`config.mk`:
```
export PLATFORM = sky130hd
export DESIGN_NAME = wb_port_sequencer
export DESIGN_NICKNAME = d
export VERILOG_FILES = /design/src/rtl/wb_port_sequencer.sv
export SDC_FILE = /design/constraint.sdc
export NUM_CORES = 1
export LEC_CHECK = 0
export CORE_UTILIZATION = 47
export CTS_CLUSTER_SIZE = 24
export DETAILED_ROUTE_END_ITERATION = 7
export GPL_ROUTABILITY_DRIVEN = 0
export HOLD_SLACK_MARGIN = 0.08
export PLACE_DENSITY = 0.83
export SETUP_SLACK_MARGIN = 0.1
export SKIP_CTS_REPAIR_TIMING = 1
export SYNTH_ARGS = -nofsm -noshare
export SYNTH_HDL_FRONTEND = slang
export SYNTH_SLANG_ARGS = --single-unit
export TNS_END_PERCENT = 1
```
`constraint.sdc`:
```
create_clock -name clk -period 7.05 [get_ports clk]
set_clock_uncertainty 0.2 [all_clocks]
set_input_delay 1.41 -clock clk [delete_from_list [all_inputs] [get_ports clk]]
set_output_delay 1.41 -clock clk [all_outputs]
set_load 0.005 [all_outputs]
```
`src/rtl/wb_port_sequencer.sv`:
```
// wb_port_sequencer: arbitrates the single register-file write port
// between the write-back stage and the aux return path.
module wb_port_sequencer #(
    parameter int ADDR_W       = 5,
    parameter int DATA_W       = 32,
    parameter int STARVE_LIMIT = 4
) (
    input  logic                clk,
    input  logic                reset,
    input  logic                pl_valid,
    input  logic                pl_wide,
    input  logic [ADDR_W-1:0]   pl_da,
    input  logic [2*DATA_W-1:0] pl_data,
    output logic                pl_stall,
    input  logic                ax_valid,
    output logic                ax_ready,
    input  logic [ADDR_W-1:0]   ax_da,
    input  logic [DATA_W-1:0]   ax_data,
    output logic                rf_we,
    output logic [ADDR_W-1:0]   rf_wa,
    output logic [DATA_W-1:0]   rf_wd,
    output logic                busy
);

    // A limit of 0 still needs a 1-bit counter that simply stays at 0.
    localparam int CNT_W =
        (STARVE_LIMIT > 0) ? $clog2(STARVE_LIMIT + 1) : 1;
    localparam logic [CNT_W-1:0] CNT_MAX = CNT_W'(STARVE_LIMIT);

    typedef enum logic {
        IDLE = 1'b0,
        HI   = 1'b1
    } state_t;

    state_t            state;
    logic [CNT_W-1:0]  starve_cnt;
    logic [ADDR_W-1:0] hi_addr;
    logic [DATA_W-1:0] hi_data;
    logic [ADDR_W-1:0] pl_da_inc;

    logic idle;
    logic starved;
    logic grant_pl;
    logic grant_ax;

    assign busy      = (state == HI);
    assign pl_da_inc = pl_da + ADDR_W'(1);

    // Handshake decode: HI blocks both; a saturated wait hands aux the port.
    always_comb begin
        idle     = (state == IDLE);
        starved  = (starve_cnt == CNT_MAX);
        ax_ready = idle & (starved | ~pl_valid);
        pl_stall = ~idle | (starved & ax_valid);
        grant_ax = ax_valid & ax_ready;
        grant_pl = pl_valid & ~pl_stall;
    end

    // Port FSM with registered write outputs; R0 writes are accepted but dropped.
    always_ff @(posedge clk or posedge reset) begin
        if (reset) begin
            state   <= IDLE;
            rf_we   <= 1'b0;
            rf_wa   <= '0;
            rf_wd   <= '0;
            hi_addr <= '0;
            hi_data <= '0;
        end else begin
            unique case (state)
                HI: begin
                    rf_we <= |hi_addr;
                    rf_wa <= hi_addr;
                    rf_wd <= hi_data;
                    state <= IDLE;
                end
                IDLE: begin
                    unique case (1'b1)
                        grant_pl: begin
                            rf_we <= |pl_da;
                            rf_wa <= pl_da;
                            rf_wd <= pl_data[DATA_W-1:0];
                            if (pl_wide) begin
                                hi_addr <= pl_da_inc;
                                hi_data <= pl_data[2*DATA_W-1:DATA_W];
                                state   <= HI;
                            end
                        end
                        grant_ax: begin
                            rf_we <= |ax_da;
                            rf_wa <= ax_da;
                            rf_wd <= ax_data;
                        end
                        default: begin
                            rf_we <= 1'b0;
                        end
                    endcase
                end
                default: begin
                    state <= IDLE;
                    rf_we <= 1'b0;
                end
            endcase
        end
    end

    // Count cycles aux is left waiting; saturate, clear on accept or withdraw.
    always_ff @(posedge clk or posedge reset) begin
        if (reset) begin
            starve_cnt <= '0;
        end else if (!ax_valid || ax_ready) begin
            starve_cnt <= '0;
        end else if (starve_cnt != CNT_MAX) begin
            starve_cnt <= starve_cnt + CNT_W'(1);
        end
    end

endmodule

```
* After elaboration in Yosys (flattened, before gate mapping)
Cells that the tools add are included.
Operators by class: add/sub/neg operators 2, mux-type cells 11, equal/unequal tests 3, reductions and logical operators 7, bitwise operators 9
Operators with widths (count):
- 32-bit case mux with 2 select lines | 2
- 5-bit case mux with 2 select lines | 2
- 5-bit OR reduction | 3
- 3-bit 2-to-1 mux | 2
- 1-bit case mux with 2 select lines | 3
- 5-bit by 1-bit adder with 5-bit output (second input constant) | 1
- 1-bit bitwise AND | 4
- 3-bit by 1-bit adder with 3-bit output (second input constant) | 1
- 3-bit == test (second input constant) | 1
- 3-bit by 1-bit inequality test with 1-bit output (second input constant) | 1
- 3-bit inequality test (second input constant) | 1
- 1-bit inverter | 3
- 3-bit AND reduction | 1
- 1-bit 2-to-1 mux | 2
- 1-bit OR | 2
- 2-bit nonzero test | 1
- 1-bit logical NOT | 1
- 1-bit logical OR | 1
Word-level totals: flip-flop bits (word level) 79, output and inout port bits 41, logic and storage cells 39

* Logic depth before layout (Yosys ltp)
Gate-level depths: netlist of the first run.
depth after elaboration 7, gate-level depth with buffers 9

* Least setup slack after synthesis of the first run
Ideal clock, no wire load.
path kind input port to output port, from input ax_valid, to output pl_stall, cell stages on the path 3, data arrival time 1.752 ns, path buffers 1, data required time 5.440 ns, path slack 3.688 ns, cell sequence buf_2 nand3_1 nand2b_1
On the way: cells in the longest elaborated chain, start to end 2
Ends and longest elaborated chain:
- start, declared | line 15 | input logic ax_valid,
- 1-bit bitwise AND | line 54 | pl_stall = ~idle | (starved & ax_valid);
- 1-bit OR | line 54
- end, declared | line 14 | output logic pl_stall,
No other way between the ends.

* Worst setup path after layout of the first run
Same ends and word-level chain as after synthesis.

==> results of run 1 <==
==> layer usage <==
layer	wire, um	part of all wire	global-route usage	vias up
li1	-	-	-	1499
met2	4920	0.52	0.425	110
met1	3950	0.42	0.283	1574
met3	488	0.051	0.0431	11
met4	127	0.013	0.0833	0
met5	0	0	0	-
==> kinds of logic after synthesis <==
kind of cell	count (synthesis)	synth area share
and+or+nand+nor	99	0.111
DFF	79	0.520
muxes	70	0.196
AOI/OAI and AO/OA	52	0.109
buffers and inverters	34	0.0444
adders and majority gates	4	0.0132
xor gates and xnor gates	3	0.00691
==> state kept, by name (all words and copies together) (netlist names) <==
| signal | count |
|---|---|
| rf_wd | 32 |
| rf_we | 1 |
| hi_data | 32 |
| rf_wa | 5 |
| starve_cnt | 3 |
| hi_addr | 5 |
| busy | 1 |
==> per-stage QoR <==
step,std cells,utilization,hold WS (ps)
final,587,0.715,284
after global routing,587,0.715,314
after CTS,587,0.715,290
after detailed placement,571,0.686,270
after global placement,571,0.686,260
after floorplan,341,-,250
==> final timing paths <==
path / from / end / slack (ps) / cells after the start
max: ax_valid / pl_stall / 2610 / 4
min: hi_data[7] / rf_wd[7] / 280 / 2
max reg2reg: busy / rf_wd[24] / 4260 / 4
min reg2reg: hi_data[7] / rf_wd[7] / 280 / 2
max in group asynchronous: reset / busy / 4450 / 3
min in group asynchronous: reset / hi_data[2] / 1490 / 3
==> where the power goes <==
group	leakage [nW]	switching [W]	internal, W
Sequential	0.948	0.0000380	0.000522
Clock	0.114	0.000153	0.000219
Combinational	1.17	0.000101	0.000174
Total	2.23	0.000292	0.000915
==> worst max-delay path: cells and delay by family <==
kind / cells / cell delay [ps]
buffers and inverters: 2 / 1140
and+or+nand+nor: 2 / 270
==> Yosys cell counts, types with 4 or more instances <==
cell type  instances  area [um2]
buf_2              6        30.0
dfrtp_1           79        1980
mux2_2            34         383
inv_1              7        26.3
o21ai_0            6        30.0
a21oi_1            4        20.0
clkbuf_1          16        60.1
o221ai_1          35         307
ha_1               4        50.1
nor2_1             4        15.0
mux2i_1           36         360
nand2_1           77         289
==> layout make-up <==
class | count | area, um2
repair buffers | 155 | 1540
clock buffers | 13 | 159
well taps | 102 | 128
flip-flops and latches | 79 | 1980
fillers | 577 | 2210
multi-input cells | 228 | 1660
clock inverters | 3 | 65.1
inverters | 7 | 27.5
==> results.yml, run 1 <==
placement:
  port_buffers: 151
  dp_hpwl_um: 6420
  dpl_worst_slack_ps: 2630
  placed_area_um2: 5330
clocking:
  cts_root_buffer: "clkbuf_8"
  clock_sinks: 79
  cts_buffers: 9
  path_clk_slew_ps: 80
  htree_num_levels: 3
  cts_tree: "yes"
  clk_latency_ps: 330
  cts.path.max_buffers: 2
critical_path:
  max_stage_delay_ps: 650
  crit_path_start_kind: "primary input"
  crit_path_cell_trace: "clkdlybuf4s50_1 > nand3_1 > nand2b_1 > clkdlybuf4s50_1"
  arrival_ps: 2830
  crit_slowest_cell: "clkdlybuf4s50_1"
  crit_fanout: 9
  cp.required_ps: 5440
  crit_top_cell: "clkdlybuf4s50_1"
  cp-end-kind: "output port"
  critical_path_class: "in -> out"
timing:
  rsz0062_at_grt: "no"
  min_period_ps: 4440
  tns_ps: 0
  worstMarginPinSlew_ps: 1150
  final.period_utilization: 0.630
  finalSetupViolCount: 0
  finalHoldViolCount: 0
  relSlewSlack: 0.236
  fmax_mhz: 225
  fin_ws_ps: 2610
  drv_slew: 0
synthesis:
  ys.flop_type: "dfrtp_1"
  syn_area_um2: 3800
  yosysSeqAreaShare: 0.520
  syn_nets: 456
  synth_edf_count: 0
  synth-seq-cells: 79
  synth_warnings: 0
  synth_cell_type_count: 37
  synthCells: 341
  avgSynthCellArea_um2: 11.1
  async_flop_share: 1.00
routing:
  drc: 0
  wl_um: 9490
  firstDrtPassIters: 4
  via_per_inst: 5.44
  drt_iter0_drc: 158
  vias: 3194
  wl_per_cell_um: 16.2
  final_antenna_net_count: 0
die:
  die-area_um2: 8450
  initial_utilization: 0.489
  fp-row-count: 32
  num_io_pins: 152
  die_w_um: 91.9
  core-area_um2: 7770
  die_h_um: 91.9
power:
  powerDensity_nw_per_um2: 217
  p_total_w: 0.00121
  peakVddDrop_uv: 151
  power.leakage_nw: 2.23
global_route:
  overflow: 0
  antenna_found_initial: 0
  grt_start_max_net_pins: 80
  grt_pass1_vias: 3375
  grt_pass1_wl_um: 15700
  grt.total_usage: 0.236
cells_and_area:
  layout.cells.most_common: "clkdlybuf4s50_1"
  drive_gt1_frac: 0.120
  mostFrequentLayoutCells: "151 x clkdlybuf4s50_1, 78 x dfrtp_1, 77 x nand2_1"
  postLayoutCellArea_um2: 5560
  antennaDiodeCount: 0
  nets: 595
  area_delta_synth_final_pct: 46.1
worst_hold_path:
  hold_path.class: "reg -> reg"
status:
  outcome: "complete, no violations"
job:
  drv_cap: 0
(Power assumes the default switching activity.)
==> run 2, diff against run 1 <==
--- a/config.mk
+++ b/config.mk
@@ -5,12 +5,12 @@
 export SDC_FILE = /design/constraint.sdc
 export NUM_CORES = 1
 export LEC_CHECK = 0
-export CORE_UTILIZATION = 47
+export CORE_UTILIZATION = 44
 export CTS_CLUSTER_SIZE = 24
 export DETAILED_ROUTE_END_ITERATION = 7
 export GPL_ROUTABILITY_DRIVEN = 0
 export HOLD_SLACK_MARGIN = 0.08
-export PLACE_DENSITY = 0.83
+export PLACE_DENSITY = 0.78
 export SETUP_SLACK_MARGIN = 0.1
 export SKIP_CTS_REPAIR_TIMING = 1
 export SYNTH_ARGS = -nofsm -noshare
==> constraint.sdc (replaced) <==
create_clock -name clk -period 4.22 [get_ports clk]
set_clock_uncertainty 0.2 [all_clocks]
set_input_delay 0.844 -clock clk [delete_from_list [all_inputs] [get_ports clk]]
set_output_delay 0.844 -clock clk [all_outputs]
set_load 0.005 [all_outputs]
==> run 2 against run 1 <==
  * Clock power up 26%
  * Count of clock-buffer cells in the layout down 2
  * Register-to-register slack worse by 2500 ps
  * Via count down 1.8%
  * Cell count up 0.34%
  * Setup slack worse by 1700 ps
  * Die area up 6.7%
  * Largest power group unchanged
==> results.yml, run 2 (synthesized netlist as in run 1, its figures left out) <==
cells_and_area:
  antennaDiodeCount: 0
  reg_top3: "hi_data x32, rf_wd x32"
  area_delta_synth_final_pct: 45.1
  layout.cells.most_common: "clkdlybuf4s50_1"
  mostFrequentLayoutCells: "151 x clkdlybuf4s50_1, 78 x dfrtp_1, 77 x nand2_1"
  nets: 597
  drive_gt1_frac: 0.120
timing:
  min_period_ps: 3260
  finalSetupViolCount: 0
  rsz0062_at_grt: "no"
  relSlewSlack: 0.467
  fmax_mhz: 306
  tns_ps: 0
  worstMarginPinSlew_ps: 798
  final.period_utilization: 0.773
  finalHoldViolCount: 0
  holdWs_ps: 283
  drv_slew: 0
clocking:
  clk_latency_ps: 340
  cts_root_buffer: "clkbuf_8"
  cts_buffers: 9
  clock_sinks: 79
  cts.path.max_buffers: 2
  cts_tree: "yes"
  path_clk_slew_ps: 80
  htree_num_levels: 3
global_route:
  grt_pass1_wl_um: 15400
  grt_pass1_vias: 3163
  gr-max-usage-layer: "met2"
  overflow: 0
  grt_start_max_net_pins: 76
  grt.total_usage: 0.223
  grt.met3_usage: 0.0531
  antenna_found_initial: 0
  grt_use_met1: 0.286
  grt_use_met2: 0.376
critical_path:
  cp-end-kind: "output port"
  crit_fanout: 9
  crit_top_cell: "clkdlybuf4s50_1"
  crit_family: "buffers and inverters"
  crit_slowest_cell: "clkdlybuf4s50_1"
  path_buf_inv: 2
  critical_path_class: "in -> out"
  reg2reg_from: "starve_cnt[0]"
  arrival_ps: 2220
  crit_path_start_kind: "primary input"
  crit_path_cell_trace: "clkdlybuf4s50_1 > nand3_1 > nand2b_1 > clkdlybuf4s50_1"
  cp.required_ps: 3180
  max_stage_delay_ps: 630
  startpoint: "ax_valid"
die:
  die_w_um: 94.9
  num_io_pins: 152
  core-area_um2: 8300
  fp-row-count: 33
  die_h_um: 94.9
  initial_utilization: 0.458
  die-area_um2: 9010
routing:
  vias: 3137
  drc: 0
  firstDrtPassIters: 4
  final_antenna_net_count: 0
  drt_iter0_drc: 155
  wl_um: 9690
  wl_per_cell_um: 16.4
  via_per_inst: 5.33
placement:
  dp_hpwl_um: 6780
  port_buffers: 151
status:
  outcome: "complete, no violations"
worst_hold_path:
  worstHoldStart: "hi_data[24]"
  hold_path.class: "reg -> reg"
power:
  peakVddDrop_uv: 209
  powerDensity_nw_per_um2: 338
  power.leakage_nw: 2.21
job:
  drv_cap: 0
## run 2: final timing paths
check | end | slack (ps) | depth (start not counted)
max | pl_stall | 960 | 4
min | rf_wd[24] | 280 | 2
max reg2reg | rf_wd[11] | 1780 | 7
min reg2reg | rf_wd[24] | 280 | 2
max in group asynchronous | rf_wa[1] | 2300 | 3
min in group asynchronous | rf_wd[16] | 780 | 2
## run 2: metrics by stage
step / setup slack (ps) / util / total power, W / instance area, um2 / cells
floorplan: 1150 / - / 0.00115 / 3800 / 341
global placement: 973 / 0.646 / 0.00140 / 5360 / 576
detailed placement: 914 / 0.646 / 0.00141 / 5360 / 576
CTS: 944 / 0.664 / 0.00188 / 5510 / 589
global route: 856 / 0.664 / 0.00196 / 5510 / 589
finish: 956 / 0.664 / 0.00186 / 5510 / 589
## run 2: area by class of cell
cell class	instances	area (um2)
clock buffers	11	141
flip-flops and latches	79	1980
repair buffers	157	1570
multi-input cells	228	1660
clock inverters	2	10.0
well taps	105	131
inverters	7	27.5
fillers	700	2790
## run 2: routing by layer
layer,vias to the layer above,part of all wire
met5,-,0
met4,0,0.013
met3,11,0.075
met2,123,0.51
met1,1504,0.41
li1,1499,-
## run 2: tightest hold or removal path, delay by kind of cell, from the launching register on
kind / cells / cell delay [ps]
simple gates: 1 / 60
compound gates: 1 / 60
flops: 1 / 340
## run 2: power by group
part | total [W] | internal, W | switching (W)
registers | 0.000936 | 0.000872 | 0.0000638
logic | 0.000458 | 0.000292 | 0.000167
clock network | 0.000467 | 0.000219 | 0.000249
